$ cat src/rtl/alu_in_cmd_arbiter.sv
// rtl/alu_in_cmd_arbiter.sv - per-channel command FIFOs arbitrated into one registered ALU command stage
// Define ALU_IN_ARB_STATS_EN to add the grant_count port with per-channel saturating grant counters.
module alu_in_cmd_arbiter #(
  parameter int NUM_CH     = 4,
  parameter int OP_WIDTH   = 3,
  parameter int DATA_WIDTH = 8,
  parameter int FIFO_DEPTH = 4,
  parameter int ARB_MODE   = 0
) (
  input  logic                       clk,
  input  logic                       rst,
  input  logic [NUM_CH-1:0]          ch_valid,
  output logic [NUM_CH-1:0]          ch_ready,
  input  logic [NUM_CH*OP_WIDTH-1:0] ch_op,
  input  logic [NUM_CH*DATA_WIDTH-1:0] ch_a,
  input  logic [NUM_CH*DATA_WIDTH-1:0] ch_b,
  output logic                       alu_valid,
  input  logic                       alu_ready,
  output logic [OP_WIDTH-1:0]        alu_op,
  output logic [DATA_WIDTH-1:0]      alu_a,
  output logic [DATA_WIDTH-1:0]      alu_b,
  output logic [$clog2(NUM_CH)-1:0]  alu_ch_id,
  output logic [NUM_CH-1:0]          ch_empty
`ifdef ALU_IN_ARB_STATS_EN
  ,output logic [NUM_CH*16-1:0]      grant_count
`endif
);

  localparam int CW   = $clog2(NUM_CH);
  localparam int PW   = $clog2(FIFO_DEPTH);
  localparam int CNTW = PW + 1;
  localparam int EW   = OP_WIDTH + 2*DATA_WIDTH;

  typedef enum logic {ST_EMPTY, ST_HOLD} state_t;

  logic [EW-1:0]   mem_q    [NUM_CH][FIFO_DEPTH];
  logic [PW-1:0]   wr_ptr_q [NUM_CH];
  logic [PW-1:0]   rd_ptr_q [NUM_CH];
  logic [CNTW-1:0] count_q  [NUM_CH];

  state_t          state_q;
  logic [EW-1:0]   out_q;
  logic [CW-1:0]   ch_id_q;
  logic [CW-1:0]   rr_ptr_q;
  logic [CW-1:0]   rr_ptr_d;

  logic [NUM_CH-1:0] push;
  logic [NUM_CH-1:0] pop;
  logic [NUM_CH-1:0] nonempty;
  logic              any_req;
  logic              load;
  logic [CW-1:0]     gnt_idx;
  logic [EW-1:0]     head_data;

  // ch_ready uses the pre-edge occupancy, so a full FIFO refuses even if it pops this cycle
  for (genvar g = 0; g < NUM_CH; g++) begin : g_ch
    assign nonempty[g] = (count_q[g] != '0);
    assign ch_empty[g] = ~nonempty[g];
    assign ch_ready[g] = (count_q[g] != CNTW'(FIFO_DEPTH));
    assign push[g]     = ch_valid[g] & ch_ready[g];
    assign pop[g]      = load && (gnt_idx == CW'(g));
  end

  assign any_req = |nonempty;
  assign load    = ((state_q == ST_EMPTY) || alu_ready) && any_req;

  always_comb begin
    logic found;
    int   idx;
    found   = 1'b0;
    idx     = 0;
    gnt_idx = '0;
    for (int k = 0; k < NUM_CH; k++) begin
      if (ARB_MODE == 1) begin
        idx = k;
      end else begin
        idx = int'(rr_ptr_q) + k;
        if (idx >= NUM_CH) idx = idx - NUM_CH;
      end
      if (!found && nonempty[idx]) begin
        gnt_idx = CW'(idx);
        found   = 1'b1;
      end
    end
  end

  assign rr_ptr_d  = (gnt_idx == CW'(NUM_CH-1)) ? '0 : gnt_idx + 1'b1;
  assign head_data = mem_q[gnt_idx][rd_ptr_q[gnt_idx]];

  always_ff @(posedge clk) begin
    for (int i = 0; i < NUM_CH; i++) begin
      if (push[i]) begin
        mem_q[i][wr_ptr_q[i]] <= {ch_op[i*OP_WIDTH +: OP_WIDTH],
                                  ch_a[i*DATA_WIDTH +: DATA_WIDTH],
                                  ch_b[i*DATA_WIDTH +: DATA_WIDTH]};
      end
    end
  end

  always_ff @(posedge clk or negedge rst) begin
    if (!rst) begin
      for (int i = 0; i < NUM_CH; i++) begin
        wr_ptr_q[i] <= '0;
        rd_ptr_q[i] <= '0;
        count_q[i]  <= '0;
      end
    end else begin
      for (int i = 0; i < NUM_CH; i++) begin
        if (push[i]) wr_ptr_q[i] <= wr_ptr_q[i] + 1'b1;
        if (pop[i])  rd_ptr_q[i] <= rd_ptr_q[i] + 1'b1;
        if (push[i] && !pop[i])      count_q[i] <= count_q[i] + 1'b1;
        else if (pop[i] && !push[i]) count_q[i] <= count_q[i] - 1'b1;
      end
    end
  end

  always_ff @(posedge clk or negedge rst) begin
    if (!rst) begin
      state_q  <= ST_EMPTY;
      out_q    <= '0;
      ch_id_q  <= '0;
      rr_ptr_q <= '0;
    end else begin
      case (state_q)
        ST_EMPTY: begin
          if (load) begin
            out_q   <= head_data;
            ch_id_q <= gnt_idx;
            if (ARB_MODE == 0) rr_ptr_q <= rr_ptr_d;
            state_q <= ST_HOLD;
          end
        end
        ST_HOLD: begin
          if (load) begin
            out_q   <= head_data;
            ch_id_q <= gnt_idx;
            if (ARB_MODE == 0) rr_ptr_q <= rr_ptr_d;
          end else if (alu_ready) begin
            state_q <= ST_EMPTY;
          end
        end
        default: state_q <= ST_EMPTY;
      endcase
    end
  end

  assign alu_valid = (state_q == ST_HOLD);
  assign alu_op    = out_q[EW-1 -: OP_WIDTH];
  assign alu_a     = out_q[2*DATA_WIDTH-1 -: DATA_WIDTH];
  assign alu_b     = out_q[DATA_WIDTH-1:0];
  assign alu_ch_id = ch_id_q;

`ifdef ALU_IN_ARB_STATS_EN
  logic [15:0] gcnt_q [NUM_CH];

  always_ff @(posedge clk or negedge rst) begin
    if (!rst) begin
      for (int i = 0; i < NUM_CH; i++) gcnt_q[i] <= '0;
    end else begin
      for (int i = 0; i < NUM_CH; i++) begin
        if (pop[i] && (gcnt_q[i] != 16'hFFFF)) gcnt_q[i] <= gcnt_q[i] + 16'd1;
      end
    end
  end

  always_comb begin
    grant_count = '0;
    for (int i = 0; i < NUM_CH; i++) grant_count[i*16 +: 16] = gcnt_q[i];
  end
`endif

endmodule

$ cat config.mk
export PLATFORM = sky130hd
export DESIGN_NAME = alu_in_cmd_arbiter
export DESIGN_NICKNAME = d
export VERILOG_FILES = /design/src/rtl/alu_in_cmd_arbiter.sv
export SDC_FILE = /design/constraint.sdc
export NUM_CORES = 1
export LEC_CHECK = 0
export CORE_ASPECT_RATIO = 1.25
export CORE_MARGIN = 3
export CORE_UTILIZATION = 60
export CTS_CLUSTER_SIZE = 16
export DETAILED_ROUTE_END_ITERATION = 8
export PLACE_DENSITY = 0.82
export SLEW_MARGIN = 15
export SYNTH_ARGS = -nofsm -noshare
export SYNTH_HDL_FRONTEND = slang
export SYNTH_SLANG_ARGS = --single-unit
$ cat constraint.sdc
create_clock -name clk -period 8.6 [get_ports clk]
set_input_delay 1.72 -clock clk [delete_from_list [all_inputs] [get_ports clk]]
set_output_delay 1.72 -clock clk [all_outputs]
set_load 0.02 [all_outputs]
# Yosys cells after proc, flatten, opt, wreduce, memory -nomap -nowiden
# Memory sizes are Yosys's and may differ from the RTL's.
# Index checks and enable logic that the tools add are counted.
# word_totals
reg_bits	52
elab_cells	184
n_memories	1
rom_bits	0
latch_bits	0
ram_bits	304
input_bits	83
# mem_list
memory	depth	word_bits	read_ports	rd_clocked_by_memory_dff	write_ports	line	rtl
mem_q	4	76	1	0	4	36	logic [EW-1:0] mem_q [NUM_CH][FIFO_DEPTH];
# op_classes
magnitude_cmp	18
shifts	0
n_eq_ne	7
reduce_logical	42
n_mux	61
div	0
n_addsub	24
n_bitwise	15
n_mul	0
# op_table
cell	n
$mux W76	4
$demux W19 S2	4
$mux W19	7
$lt A32 B4 Y1 const B	4
$mux W32	4
$bmux W19 S2	1
$ge A3 B3 Y1 const B	9
$mux W3	8
$logic_and A1 B1 Y1	20
$add A2 B1 Y2 const B	9
$mux W1	18
$mux W2	9
$not A2 Y3	6
$add A3 B1 Y3 const B	4
$lt A3 B1 Y1 const B	4
$ne A3 B3 Y1 const B	4
$reduce_bool A3 Y1	4
$sub A3 B1 Y3 const B	4
$sub A3 B3 Y4 const B	3
$logic_not A1 Y1	11
$bmux W1 S2	4
$reduce_bool A2 Y1	4
$add A2 B2 Y3 const B	2
$not A1 Y1	5
11 further kinds	15

# Longest topological paths before layout
# Gate-level depths: netlist (run 1).
# logic_depth
word_depth	24
depth_mapped	16

# Worst setup path before layout (run 1)
# No wires, ideal clock.
# synth_path
kind	in2reg
from	in alu_ready
to	reg count_q[8] in the netlist's numbering
setup_ns	0.079
arrival_time_ns	3.398
path_stages	11
t_required_ns	8.521
path_buffers	1
setup_slack_ns	5.122
cell_sequence	nand2b_1 -> nand2b_1 -> clkbuf_1 -> nor2_1 -> nand2_1 -> ha_1 -> inv_1 -> fa_1 -> xor2_1 -> nor2_1 -> xor2_1
# synth_via
elab_chain_cells	6
# synth_rtl
element	line	rtl
start: declaration	18	input logic alu_ready,
$logic_or A1 B1 Y1 (*)	65	assign load = ((state_q == ST_EMPTY) || alu_ready) && any_req;
$logic_and A1 B1 Y1 (*)	65	
$logic_and A1 B1 Y1 (*)	61	assign pop[g] = load && (gnt_idx == CW'(g));
$logic_not A1 Y1	111	if (push[i] && !pop[i]) count_q[i] <= count_q[i] + 1'b1;
$logic_and A1 B1 Y1	111	
$mux W3 or $reduce_bool A2 Y1 (tied branches)	--	
end signal: indexed assignment	111	
end signal: indexed assignment	112	else if (pop[i] && !push[i]) count_q[i] <= count_q[i] - 1'b1;
end: declaration	39	logic [CNTW-1:0] count_q [NUM_CH];
# Every way passes the cells marked *; elsewhere a longest branch is shown, timed or not.
# A chain may end at the register's enable or synchronous reset.

# Worst setup path after layout (run 1)
# layout_path
from	reg count_q[4] in the netlist's numbering
to	reg out_q[8]
# layout_via
elab_chain_cells	23
# layout_rtl
element	line	rtl
$reduce_bool A3 Y1 (*)	57	assign nonempty[g] = (count_q[g] != '0);
$bmux W1 S2	80	if (!found && nonempty[idx]) begin
$mux W1 (not written as such) (2 in series)	80	
$mux W1	80	
$logic_not A1 Y1	80	
$logic_and A1 B1 Y1	80	
$mux W1	80	
$logic_not A1 Y1	80	
(+4 left out)	--	
$mux W2	80	
$not A2 Y3 (not written as such)	88	assign head_data = mem_q[gnt_idx][rd_ptr_q[gnt_idx]];
$bmux W2 S2	88	
$mux W2 (not written as such) (2 in series)	88	
$not A2 Y3 (not written as such)	88	
$bmux W19 S2	88	
$mux W19 (not written as such) (2 in series)	88	
$mux W19	126, 134	
end signal: assignment	127	out_q <= head_data;
end signal: assignment	135	out_q <= head_data;
end: declaration	42	logic [EW-1:0] out_q;
# Every way passes the cells marked *; elsewhere a longest branch is shown, timed or not. The select of a mux whose other input is x is not followed.

==> flow_metrics.py, run 1 <==
metrics = {
    "status": {
        "run_status": "finished, final reports clean",
    },
    "yosys": {
        "synth_area_mm2": 0.0147,
        "yosys_warnings": 0,
        "synth_xor_area_share_pct": 1.43,
        "synth_edf_count": 304,
        "netlist_instances": 1062,
        "synth_fa_ha_area_share_pct": 2.33,
        "synthDistinctLibCells": 44,
        "ys.flop_type": "edfxtp_1",
        "ys_seq_elements": 356,
        "async_flop_share_pct": 14.6,
        "ys_seq_area_share_pct": 70.9,
        "synthSimpleGateAreaFrac_pct": 8.03,
        "synth_compound_area_share_pct": 11.2,
        "synth_area_per_cell_um2": 13.8,
        "synth.area.mux_share_pct": 2.89,
        "syn-num-nets": 1170,
        "synth_top_family_by_area": "compound AO/OA/AOI/OAI gates",
    },
    "power_and_ir_drop": {
        "leakage_nw": 6.33,
        "power.density_mw_per_mm2": 437,
        "peakVddDrop_v": 0.000435,
    },
    "floorplanning": {
        "num_io_pins": 113,
        "die_w_um": 146,
        "num_rows": 63,
        "core_mm2": 0.0239,
        "die_area_mm2": 0.0264,
        "die_h_um": 181,
        "initial_utilization_pct": 61.6,
    },
    "setup_path": {
        "critPathKind": "flop to flop",
        "worstSetupStartpointType": "flop",
        "required_ns": 9.00,
        "crit_chain": "or3_4 -> inv_2 -> a211o_1 -> a21o_4 -> inv_4 -> o221ai_2 -> buf_4 -> and2_2 -> a311oi_1 -> a211oi_1",
        "path_delay_family": "compound AO/OA/AOI/OAI gates",
        "crit_arrival_ns": 5.39,
        "crit_path_top_delay_cell": "and2_2",
        "critPathMaxFanout": 52,
        "cp_num_buf_inv": 3,
        "cp-end-kind": "flop",
        "slowest_delay_ns": 1.01,
    },
    "layout": {
        "drive_above_1_share_pct": 9.12,
        "mostFrequentLayoutCells": "edfxtp_1 (304), nand2_1 (169), clkdlybuf4s50_1 (111), a21oi_1 (77), a211oi_1 (60)",
        "layout_commonest_cell": "edfxtp_1",
        "syn_to_final_growth_pct": 17.8,
        "final_cells": 1520,
        "antenna_cells": 0,
        "fin_nets": 1277,
    },
    "routing": {
        "route.met3.wl_mm": 4.20,
        "via_per_inst": 6.39,
        "vias": 9709,
        "first_iter_violations": 1257,
        "top_layer_used": "met4",
        "wl_met1_mm": 13.2,
        "routed-wl-met2_mm": 19.4,
        "remaining_drc_errors": 0,
        "wl_per_cell_um": 25.6,
        "drt.antenna.violating_nets": 0,
        "drt_first_pass_iters": 7,
        "wl_mm": 38.9,
    },
    "clocking": {
        "htree_num_levels": 2,
        "clkTransAtPathRegs_ns": 0.06,
        "cts_buffer_depth": 3,
        "cts_resized": 0,
        "clock_latency_ns": 0.51,
        "cts.sink_count": 356,
        "cts_setup_buffers": 0,
        "cts_root_buffer": "clkbuf_16",
        "postCtsHoldBufs": 0,
        "cts_tree": "done",
        "cts-buffers-inserted": 35,
    },
    "placed_design": {
        "place.gp.congestion": 0.838,
        "placed_cells": 1457,
        "port_buffers": 112,
        "hpwlAfterDp_mm": 23.0,
        "dp_slack_ns": 3.76,
    },
    "timing": {
        "setup_tns_ns": 0,
        "setup_ws_ns": 3.61,
        "hold_viol": 0,
        "finalSetupViolations": 0,
        "slew_headroom_pct": 21.7,
        "hold_slack_ns": 0.484,
        "drv_slew": 0,
        "period_minus_slack_ns": 4.99,
        "worst_pin_slew_ns": 1.18,
        "finalCritPeriodShare_pct": 58.1,
        "skew_ns": 0.00974,
        "grt_setup_unrepaired": "no",
        "max_freq_mhz": 200,
    },
    "global_route": {
        "antenna_found_initial": 0,
        "grt_max_degree": 98,
        "gr-total-overflow": 0,
        "grt_usage_pct": 29.0,
        "grt_pass1_vias": 9993,
        "grt_pass1_wl_mm": 57.8,
    },
    "min_path": {
        "hp-class": "flop to flop",
    },
    "flow_run": {
        "drv_cap": 0,
    },
}
final timing paths:
check	from	cells after the start	end	slack, ns
setup / recovery	count_q[4]$_DFFE_PN0P_	10	out_q[8]$_DFFE_PN0P_	3.61
hold / removal	rd_ptr_q[3]$_DFFE_PN0P_	1	rd_ptr_q[3]$_DFFE_PN0P_	0.48
setup reg to reg	count_q[4]$_DFFE_PN0P_	10	out_q[8]$_DFFE_PN0P_	3.61
hold reg to reg	rd_ptr_q[3]$_DFFE_PN0P_	1	rd_ptr_q[3]$_DFFE_PN0P_	0.48
max in group asynchronous	rst	2	wr_ptr_q[2]$_DFFE_PN0P_	6.69
min in group asynchronous	rst	2	out_q[9]$_DFFE_PN0P_	1.35
per-layer routing:
layer	track usage [%]	up-vias
met1	36.3	4688
met2	49.1	699
li1	-	4178
met3	5.52	144
met4	13.7	0
met5	0	-
cell type report:
type	instances	area, µm²
Clock buffer	49	1010
Clock inverter	14	165
Fill cell	1513	6560
Inverter	44	170
Multi-Input combinational cell	595	3830
Sequential cell	356	10400
Tap cell	325	407
Timing Repair Buffer	137	1310
power breakdown:
part	switching (mW)	total [mW]	internal, mW
combinational	2.28	3.49	1.21
sequential	0.194	2.53	2.33
clock	0.616	1.56	0.940
total	3.09	7.58	4.49
logic make-up after synthesis:
kind of cell | Yosys count
adders and majority gates | 25
AOI/OAI and AO/OA | 230
muxes | 42
DFF | 356
buffers and inverters | 111
xor gates and xnor gates | 24
and+or+nand+nor | 274
state kept, by name, summed over array words and instances, names as in the netlist:
signal	count
rr_ptr_q	2
alu_ch_id	2
count_q	12
mem_q	304
rd_ptr_q	8
alu_valid	1
wr_ptr_q	8
out_q	19
through the flow:
stage / total power [mW] / utilization (%) / area [µm²]
3_5_place_dp: 5.96 / 67.6 / 16100
6_report: 7.58 / 72.5 / 17300
4_1_cts: 7.54 / 72.5 / 17300
2_1_floorplan: 4.95 / - / 14700
3_3_place_gp: 5.82 / 67.6 / 16100
5_1_grt: 7.94 / 72.5 / 17300
synth_stat cells (5+ instances only):
master,n,share of area (%)
dfrtp_1,52,8.8
edfxtp_1,304,62
nor2_1,28,0.71
and3_1,16,0.68
a211oi_1,60,3.1
mux2i_1,38,2.6
a21oi_1,77,2.6
a221oi_2,9,0.92
xor2_1,8,0.48
buf_4,5,0.26
clkbuf_1,45,1.1
ha_1,21,1.8
nand2_1,169,4.3
buf_2,11,0.37
o21ai_0,5,0.17
nand3_1,40,1.4
inv_1,40,1.0
a311oi_1,19,1.1
xnor2_1,16,0.95
a22oi_1,38,1.9
a221oi_1,10,0.60
worst register-to-register path: stages, from the launching register on:
cell and delay [ns]:
dfrtp_1 0.42, or3_4 0.42, inv_2 0.09, a211o_1 0.73, a21o_4 0.60, inv_4 0.39, o221ai_2 0.27, buf_4 0.37
and2_2 1.02, a311oi_1 0.25, a211oi_1 0.32
Power figures use the tool's default switching activity.
==> run 2: changes to the inputs <==
Settings changed: CORE_UTILIZATION 60 to 53, PLACE_DENSITY 0.82 to 0.76.
Clock period 8.6 ns to 4.5 ns, I/O delays scaled along.
==> run 2 against run 1 <==
Flip-flop and latch count did not move. First-iteration DRC count shrank 17%. Sequential share of layout area up 0.052 points. Power increased by 94%. Via count fell by 0.62%. Highest routed layer unchanged. Critical endpoint is now out_q[9]$_DFFE_PN0P_. Final area hardly changed. Register-to-register slack got worse by 3.2 ns.
==> flow_metrics.py, run 2 (synthesis gave the netlist of run 1 again) <==
metrics = {
    "global_route": {
        "grt_pass1_wl_mm": 60.2,
        "top_usage_layer": "met2",
        "grt_pass1_vias": 9803,
        "grt_use_met3_pct": 4.01,
        "antenna_found_initial": 0,
        "grt_max_degree": 65,
        "met1_usage_pct": 32.0,
        "grt_usage_pct": 27.5,
        "grt_use_met2_pct": 48.2,
        "gr-total-overflow": 0,
    },
    "timing": {
        "skew_ns": 0.0187,
        "max_freq_mhz": 246,
        "finalCritPeriodShare_pct": 90.2,
        "worst_pin_slew_ns": 1.16,
        "hold_viol": 0,
        "period_minus_slack_ns": 4.06,
        "setup_tns_ns": 0,
        "grt_setup_unrepaired": "no",
        "slew_headroom_pct": 22.5,
        "drv_slew": 0,
        "finalSetupViolations": 0,
        "setup_ws_ns": 0.442,
        "hold_slack_ns": 0.366,
    },
    "floorplanning": {
        "num_io_pins": 113,
        "die_h_um": 192,
        "initial_utilization_pct": 54.3,
        "num_rows": 67,
        "die_w_um": 155,
        "die_area_mm2": 0.0298,
        "core_mm2": 0.0271,
    },
    "setup_path": {
        "critPathKind": "flop to flop",
        "rrSetupSlack_ns": 0.44,
        "reg2reg_to": "out_q[9]$_DFFE_PN0P_",
        "slowest_delay_ns": 0.61,
        "worstSetupStartpointType": "flop",
        "crit_chain": "or3_1 -> a211o_1 -> a21o_4 -> inv_4 -> buf_4 -> mux2i_1 -> a221oi_1 -> a311oi_1 -> a211oi_1",
        "required_ns": 4.88,
        "critPathMaxFanout": 56,
        "crit_arrival_ns": 4.43,
        "cp-end-kind": "flop",
        "crit_path_top_delay_cell": "buf_4",
        "timing.rr.start": "count_q[7]$_DFFE_PN0P_",
        "reg2reg_depth": 9,
    },
    "layout": {
        "antenna_cells": 0,
        "n_fill_cell": 1980,
        "layout_commonest_cell": "edfxtp_1",
        "largest_reg_flops": 304,
        "mostFrequentLayoutCells": "edfxtp_1 (304), nand2_1 (169), clkdlybuf4s50_1 (111), a21oi_1 (77), a211oi_1 (60)",
        "regArea_mm2": 0.0104,
        "syn_to_final_growth_pct": 17.7,
        "drive_above_1_share_pct": 8.96,
        "post-route-util_pct": 63.9,
        "fin_nets": 1274,
        "multiInputGateArea_mm2": 0.00384,
        "final_area_mm2": 0.0173,
    },
    "routing": {
        "via_per_inst": 6.27,
        "drt_first_pass_iters": 5,
        "wl_per_cell_um": 26.5,
        "drt.antenna.violating_nets": 0,
        "wl_mm": 40.8,
        "vias": 9649,
        "remaining_drc_errors": 0,
        "first_iter_violations": 1046,
    },
    "clocking": {
        "cts_setup_buffers": 0,
        "cts-buffers-inserted": 36,
        "cts_root_buffer": "clkbuf_16",
        "cts_buffer_depth": 3,
        "htree_num_levels": 2,
        "cts_resized": 0,
        "cts_tree": "done",
        "postCtsHoldBufs": 0,
        "clock_latency_ns": 0.52,
        "cts.sink_count": 356,
        "clkTransAtPathRegs_ns": 0.06,
    },
    "placed_design": {
        "place.gp.congestion": 0.893,
        "port_buffers": 112,
        "hpwlAfterDp_mm": 26.8,
        "dp_slack_ns": 0.532,
        "postPlaceCellArea_mm2": 0.0162,
    },
    "min_path": {
        "hp-class": "primary input to asynchronous set/reset pin",
    },
    "flow_run": {
        "drv_cap": 0,
    },
    "status": {
        "run_status": "finished, final reports clean",
    },
    "power_and_ir_drop": {
        "power.density_mw_per_mm2": 849,
        "peakVddDrop_v": 0.000518,
        "leakage_nw": 6.29,
    },
}
-- run 2: final cells by class --
| cell class | count | area share [%] |
|---|---|---|
| clock inverters | 15 | 0.831 |
| well taps | 345 | 2.49 |
| flip-flops and latches | 356 | 60.3 |
| inverters | 44 | 0.983 |
| clock buffers | 51 | 5.83 |
| multi-input cells | 595 | 22.2 |
| repair buffers | 133 | 7.43 |
-- run 2: worst max-delay path, delay by kind of cell, from the launching register on --
| kind | cells | cell delay, ns |
|---|---|---|
| flops | 1 | 0.41 |
| compound gates | 5 | 1.60 |
| simple gates | 1 | 0.49 |
| mux | 1 | 0.42 |
| buf+inv | 2 | 0.93 |
-- run 2: through the flow --
stage,total power [mW],cells
CTS,14.6,1539
global placement,11.5,1473
global route,15.4,1539
finish,14.7,1539
floorplan,9.45,1062
detailed placement,11.7,1473
-- run 2: per-layer routing --
| layer | up-vias | routed length, µm |
|---|---|---|
| li1 | 4173 | - |
| met1 | 4754 | 13700 |
| met2 | 592 | 21100 |
| met3 | 130 | 3230 |
| met4 | 0 | 2810 |
| met5 | - | 0 |
-- run 2: power by group --
part / switching, mW / internal (mW)
logic: 4.61 / 2.34
clock network: 1.22 / 1.69
registers: 0.380 / 4.47
total: 6.21 / 8.49
-- run 2: worst max path at each step --
stage | slack [ns] | cells past startpoint | startpoint | to
6_report | 0.44 | 9 | count_q[7]$_DFFE_PN0P_ | out_q[9]$_DFFE_PN0P_
5_1_grt | 0.25 | 9 | count_q[7]$_DFFE_PN0P_ | out_q[9]$_DFFE_PN0P_
4_1_cts | 0.50 | 9 | count_q[7]$_DFFE_PN0P_ | out_q[9]$_DFFE_PN0P_
3_5_place_dp | 0.53 | 9 | count_q[7]$_DFFE_PN0P_ | out_q[9]$_DFFE_PN0P_
3_3_place_gp | 0.65 | 9 | count_q[7]$_DFFE_PN0P_ | out_q[9]$_DFFE_PN0P_
2_1_floorplan | 1.29 | 14 | count_q[4]$_DFFE_PN0P_ | count_q[10]$_DFFE_PN0P_
